--- src/rtl/fetch_stage.sv ---
// IF stage: owns the PC, issues req/ack instruction-memory requests and buffers
// fetched words in a 2-entry queue feeding decode. Handles decode redirects.
module fetch_stage #(
  parameter logic [31:0] RESET_PC = 32'h0000_0000
) (
  input  logic        clk,
  input  logic        rst,
  input  logic        stallF,
  input  logic        pcSrcD,
  input  logic [31:0] pcBranchD,
  output logic        imem_req,
  output logic [31:0] imem_addr,
  input  logic        imem_ack,
  input  logic [31:0] imem_rdata,
  output logic [31:0] instrF,
  output logic [31:0] pcPlus4F,
  output logic        validF
);

  typedef enum logic [1:0] {S_REQ, S_IDLE, S_DROP} state_e;

  state_e      state_q;
  logic        go_q;
  logic [31:0] pc_q;
  logic [31:0] tgt_q;
  logic [1:0]  count_q;
  logic        head_q;
  logic        tail_q;
  logic [31:0] instr_mem_q [2];
  logic [31:0] pc4_mem_q   [2];

  logic        redirect;
  logic        ack_ok;
  logic        push;
  logic        pop;
  logic [31:0] pc_plus4;
  logic [1:0]  count_d;

  // go_q keeps the request low during reset and for the first cycle after it.
  assign imem_req  = go_q && (state_q != S_IDLE);
  assign imem_addr = pc_q;
  assign validF    = (count_q != 2'd0);
  assign instrF    = validF ? instr_mem_q[head_q] : 32'h0;
  assign pcPlus4F  = validF ? pc4_mem_q[head_q]   : 32'h0;

  // Redirect dominates: it suppresses both push and pop in the same cycle.
  assign redirect = go_q && pcSrcD;
  assign ack_ok   = imem_req && imem_ack;
  assign push     = ack_ok && (state_q == S_REQ) && !redirect;
  assign pop      = validF && !stallF && !redirect;
  assign pc_plus4 = pc_q + 32'd4;
  assign count_d  = count_q + {1'b0, push} - {1'b0, pop};

  // NOTE: queue storage carries no reset; instrF/pcPlus4F are masked by validF,
  // so stale contents are never visible and the array maps to plain flops/RAM.
  always_ff @(posedge clk) begin
    if (push) begin
      instr_mem_q[tail_q] <= imem_rdata;
      pc4_mem_q[tail_q]   <= pc_plus4;
    end
  end

  // NOTE: all state updates use non-blocking assignments so every register
  // samples the pre-edge values, independent of statement order.
  always_ff @(posedge clk or posedge rst) begin
    if (rst) begin
      state_q <= S_REQ;
      go_q    <= 1'b0;
      pc_q    <= RESET_PC;
      tgt_q   <= 32'h0;
      count_q <= 2'd0;
      head_q  <= 1'b0;
      tail_q  <= 1'b0;
    end else begin
      go_q <= 1'b1;

      if (redirect) begin
        count_q <= 2'd0;
        head_q  <= 1'b0;
        tail_q  <= 1'b0;
      end else begin
        count_q <= count_d;
        if (push) tail_q <= ~tail_q;
        if (pop)  head_q <= ~head_q;
      end

      case (state_q)
        S_REQ: begin
          if (ack_ok) begin
            if (redirect) begin
              pc_q    <= pcBranchD;
              state_q <= S_REQ;
            end else begin
              pc_q    <= pc_plus4;
              state_q <= (count_d == 2'd2) ? S_IDLE : S_REQ;
            end
          end else if (redirect) begin
            tgt_q   <= pcBranchD;
            state_q <= S_DROP;
          end
        end
        S_IDLE: begin
          if (redirect) begin
            pc_q    <= pcBranchD;
            state_q <= S_REQ;
          end else if (pop) begin
            state_q <= S_REQ;
          end
        end
        S_DROP: begin
          // The in-flight request cannot be withdrawn; wait for its ack and discard it.
          if (ack_ok) begin
            pc_q    <= redirect ? pcBranchD : tgt_q;
            state_q <= S_REQ;
          end else if (redirect) begin
            tgt_q <= pcBranchD;
          end
        end
        default: state_q <= S_REQ;
      endcase
    end
  end

endmodule

--- config.mk ---
export PLATFORM = sky130hd
export DESIGN_NAME = fetch_stage
export DESIGN_NICKNAME = d
export VERILOG_FILES = /design/src/rtl/fetch_stage.sv
export SDC_FILE = /design/constraint.sdc
export NUM_CORES = 1
export LEC_CHECK = 0
export CORE_ASPECT_RATIO = 2
export CORE_MARGIN = 1
export CORE_UTILIZATION = 60
export CTS_BUF_LIST = sky130_fd_sc_hd__clkbuf_4 sky130_fd_sc_hd__clkbuf_8 sky130_fd_sc_hd__clkbuf_16
export CTS_CLUSTER_SIZE = 10
export DETAILED_ROUTE_END_ITERATION = 12
export DONT_BUFFER_PORTS = 1
export HOLD_SLACK_MARGIN = 0.15
export PLACE_DENSITY_LB_ADDON = 0.12
export SYNTH_ARGS = -nofsm -noshare
export SYNTH_HDL_FRONTEND = slang
export SYNTH_SLANG_ARGS = --single-unit
--- constraint.sdc ---
create_clock -name clk -period 14.2 [get_ports clk]
set_clock_uncertainty 0.05 [all_clocks]
set_input_delay 2.84 -clock clk [delete_from_list [all_inputs] [get_ports clk]]
set_output_delay 2.84 -clock clk [all_outputs]
set_load 0.02 [all_outputs]
After elaboration in Yosys (flattened, before gate mapping)

Memory sizes are Yosys's and may differ from the RTL's.
Index checks and enable logic that the tools add are counted.

Add/subtract/negate cells: 3
Equality and inequality tests: 9
Mux-type cells: 23
Bitwise gates (word level): 3
Reduce and logical (&&, ||, !) cells: 18

Operators with widths:

| cell                  | number |
|---|---|
| $mux 32               | 7 |
| $pmux 32 s3           | 1 |
| $add 32x3->32 const B | 1 |
| $mux 2                | 6 |
| $mux 1                | 8 |
| $logic_and 1x1->1     | 7 |
| $ne 2x2->1 const B    | 3 |
| $ne 3x3->1 const B    | 2 |
| $pmux 2 s3            | 1 |
| $reduce_bool 2->1     | 3 |
| $eq 2x2->1 const B    | 2 |
| $reduce_and 4->1      | 1 |
| $not 1->1             | 3 |
| $reduce_and 3->1      | 1 |
| $reduce_bool 3->1     | 1 |
| $add 2x1->2           | 1 |
| $eq 2x1->1 const B    | 1 |
| $logic_not 1->1       | 2 |
| $logic_not 2->1       | 1 |
| $ne 2x1->1 const B    | 1 |
| $reduce_and 2->1      | 1 |
| $reduce_or 2->1       | 1 |
| $sub 2x1->2           | 1 |

Flip-flop bits (word level): 71
RAM bits: 128
Input port bits: 69
Output and inout port bits: 98
Word-level logic and storage cells: 65
Memories kept: 2

Memory list:

| memory      | words | bits a word | rd ports | clocked after Yosys merged registers in | wr ports | line | RTL |
|---|---|---|---|---|---|---|---|
| instr_mem_q | 2     | 32          | 1        | 0                                       | 1        | 29   | `logic [31:0] instr_mem_q [2];` |
| pc4_mem_q   | 2     | 32          | 1        | 0                                       | 1        | 30   | `logic [31:0] pc4_mem_q [2];` |

Longest topological paths before layout

Depth in word-level cells: 12
Depth in mapped cells: 13
Gate-level depth less buffers: 12

Worst setup path before layout

No wires, ideal clock.

Path kind: input-to-reg
Start: input pcSrcD
End: memory instr_mem_q[0][0] (enable)
Library setup time: 0.486 ns
Arrival: 6.434 ns
Data required time: 13.664 ns
Path slack: 7.229 ns
Stages: 5
Path buffers: 2
Path through: nand2_1 -> clkbuf_1 -> clkbuf_1 -> nand3_1 -> nor2_1

Cells in the longest elaborated chain, start to end: 5

Ends and longest elaborated chain:

| item                         | line | RTL |
|---|---|---|
| start, declared              | 9    | `input logic pcSrcD,` |
| $logic_and 1x1->1            | 47   | `assign redirect = go_q && pcSrcD;` |
| $logic_not 1->1              | 49   | `assign push = ack_ok && (state_q == S_REQ) && !redirect;` |
| $logic_and 1x1->1            | 49   |  |
| $mux 1                       | 57   | `if (push) begin` |
| $mux 1 (not written as such) | 58   | `instr_mem_q[tail_q] <= imem_rdata;` |
| end, declared                | 29   |  |

No other way between the ends.

Worst setup path in the final report

Start: register head_q
End: output pcPlus4F[23]

Cells in the longest elaborated chain, start to end: 2

Ends and longest elaborated chain:

| item                   | line | RTL |
|---|---|---|
| start, declared        | 27   | `logic head_q;` |
| start signal, assigned | 84   | `if (pop) head_q <= ~head_q;` |
| $mem_v2 2x32           | n/a  |  |
| $mux 32                | 44   | `assign pcPlus4F = validF ? pc4_mem_q[head_q] : 32'h0;` |
| end, declared          | 16   | `output logic [31:0] pcPlus4F,` |

No other way between the ends.

==> flow_summary.json <==
{
  "coreArea_mm2": 0.0157,
  "maxSlewViolCount": 0,
  "hpwl_um": 14300,
  "max-slew-margin-rel": 0.209,
  "dieArea_mm2": 0.0165,
  "grt_usage": 0.261,
  "syn_area_mm2": 0.00957,
  "clock_latency_ns": 0.43,
  "period_needed_ns": 5.10,
  "pre_cts_slack_ns": 9.08,
  "die_w_um": 91.3,
  "cts_tree": "yes",
  "start_util": 0.610,
  "register_area_mm2": 0.00562,
  "syn_avg_cell_area_um2": 12.1,
  "wl_um": 20700,
  "dp.cells": 953,
  "viasPerCell": 6.37,
  "yosysSeqAreaShare": 0.587,
  "nNetsFinal": 847,
  "grt_antenna_before_repair": 0,
  "areaGrowthSynthToFinish_pct": 8.01,
  "clk_pin_slew_ns": 0.07,
  "syn_nets": 868,
  "postCtsSetupBuffers": 0,
  "cts_resized": 0,
  "ys_types": 69,
  "required_ns": 11.31,
  "start_kind": "register",
  "max_freq_mhz": 196,
  "critPathKind": "register to primary output",
  "ir_drop_v": 0.000136,
  "synth-edff-count": 128,
  "vias": 6272,
  "tightest_slew_ns": 1.18,
  "clk_path_buf_depth": 2,
  "synth_flop_cell": "edfxtp_1",
  "synth_cells": 792,
  "multi_input_area_mm2": 0.00368,
  "gp_congestion": 0.844,
  "total_power_w": 0.00246,
  "final_antenna_net_count": 0,
  "leakagePower_nw": 3.75,
  "stdcell_count": 985,
  "wl_per_cell_um": 21.0,
  "drc": 0,
  "tns_ns": 0,
  "drt-initial-drc-count": 390,
  "ctsRootBufferMaster": "clkbuf_16",
  "dieHeight_um": 181,
  "hold_buffers": 0,
  "dr.pass1.iters": 5,
  "ys_ff_latch": 199,
  "worstSetupEndpointType": "primary output",
  "setup_ws_ns": 9.10,
  "cts_sinks": 199,
  "portBuffers": 0,
  "grt_pass1_wl_um": 32900,
  "post-route-util": 0.659,
  "post-route-period-util": 0.359,
  "row_count": 65,
  "nFillCells": 1193,
  "power.density_mw_per_mm2": 238,
  "async_flop_share": 0.357,
  "layout-drive-gt1-share": 0.138,
  "antenna_cells": 0,
  "io_pins": 167,
  "grt_max_degree": 72,
  "rsz0062_at_grt": "no",
  "cts_buffers": 17,
  "cp.arrival_ns": 2.21,
  "grt_pass1_vias": 6253,
  "grt-ovfl-total": 0,
  "yosysWarnings": 0,
  "hp-class": "register to register",
  "setup_viol": 0,
  "status": "completed",
  "hold_violations": 0,
  "path_max_fanout": 66,
  "cts.htree.levels": 4,
  "maxCapViolCount": 0
}
[worst max-delay path: stages, from the launching register on]
cell     delay, ns
dfrtp_4       1.14
mux2i_1       0.24
nor2_1        0.36
[sequential cells by signal (all words and copies together), names as in the netlist]
| register | cells |
|---|---|
| count_q | 2 |
| pc4_mem_q | 64 |
| tgt_q | 32 |
| imem_addr | 32 |
| instr_mem_q | 64 |
| head_q | 1 |
| state_q | 2 |
| tail_q | 1 |
| go_q | 1 |
[where the power goes]
group | switching (W) | leakage (nW) | internal, W
clock | 0.000226 | 0.308 | 0.000286
combinational | 0.000584 | 1.42 | 0.000339
sequential | 0.000231 | 2.02 | 0.000797
[synth_stat cells (all sizes together), types with 7 or more instances]
library cell  count  area, um^2
mux2             35         394
xnor2            20         175
o211ai            9        67.6
nor3             15        80.1
clkbuf           20        75.1
a21oi            30         150
inv              13        48.8
and3              9        56.3
o31ai             8        60.1
ha                7        87.6
a221oi            7        78.8
o21ai            25         125
nand2            53         204
a31o              7        61.3
nand3            26         143
nor2             98         368
mux2i            70         701
edfxtp          128        3840
dfrtp            71        1780
buf              33         171
xor2             11        96.3
[routing by layer]
metal,global-route usage,share of wire
met1,0.298,0.37
met2,0.449,0.53
met3,0.0667,0.069
met4,0.133,0.035
met5,0,0
[per-stage QoR]
step	hold slack, ns	cell area (um^2)
finish	0.460	10300
global placement	0.438	9710
global route	0.472	10300
detailed placement	0.445	9710
floorplan	0.411	9570
CTS	0.462	10300
[logic make-up (layout without fill, tap and decap cells)]
| kind of cell | count (synthesis) | after routing | synth area share |
|---|---|---|---|
| AND/OR/NAND/NOR | 235 | 235 | 0.120 |
| flip-flops | 199 | 199 | 0.587 |
| AO/OA/AOI/OAI | 147 | 147 | 0.109 |
| multiplexers | 105 | 105 | 0.114 |
| buffers and inverters | 67 | 59 | 0.0312 |
| XOR/XNOR | 31 | 31 | 0.0284 |
| adder cells (fa/ha/maj) | 7 | 7 | 0.00915 |
| other | 1 | 1 | 0.000392 |
[layout by cell type, fill, tap and decap left out, types with 5 or more instances in the layout]
master,synthesis,layout
edfxtp_1,128,128
nor2_1,98,94
mux2i_1,70,70
dfrtp_1,71,70
nand2_1,51,51
mux2_2,35,35
a21oi_1,30,30
o21ai_0,25,25
nand3_1,25,25
xnor2_1,20,20
clkbuf_16,0,17
nor3_1,14,14
buf_4,3,13
inv_1,13,12
xor2_1,11,11
and3_1,9,9
o211ai_1,9,9
o31ai_1,8,8
ha_1,7,7
a31oi_1,6,6
a221oi_1,6,6
a2bb2oi_1,6,6
a31o_2,6,6
a2111oi_0,5,5
a211oi_1,5,5
o22ai_1,5,5
inv_8,0,5
[final cells by class]
cell class / count / share of cell area
flip-flops and latches: 199 / 0.544
multi-input cells: 526 / 0.356
clock buffers: 17 / 0.0411
well taps: 201 / 0.0243
clock inverters: 15 / 0.0202
repair buffers: 13 / 0.00944
inverters: 14 / 0.00508
[worst paths after layout]
path | from | to | slack, ns | cells past startpoint
setup / recovery | head_q$_DFFE_PP0P_ | pcPlus4F[23] | 9.10 | 2
hold / removal | tgt_q[23]$_DFFE_PP0P_ | tgt_q[23]$_DFFE_PP0P_ | 0.46 | 1
setup reg to reg | state_q[1]$_DFFE_PP0P_ | state_q[0]$_DFFE_PP0P_ | 11.04 | 12
hold reg to reg | tgt_q[23]$_DFFE_PP0P_ | tgt_q[23]$_DFFE_PP0P_ | 0.46 | 1
max in group asynchronous | rst | head_q$_DFFE_PP0P_ | 10.87 | 2
min in group asynchronous | rst | imem_addr[3]$_DFFE_PP0P_ | 2.50 | 2
Note: power is estimated with default switching activity, not from simulation.
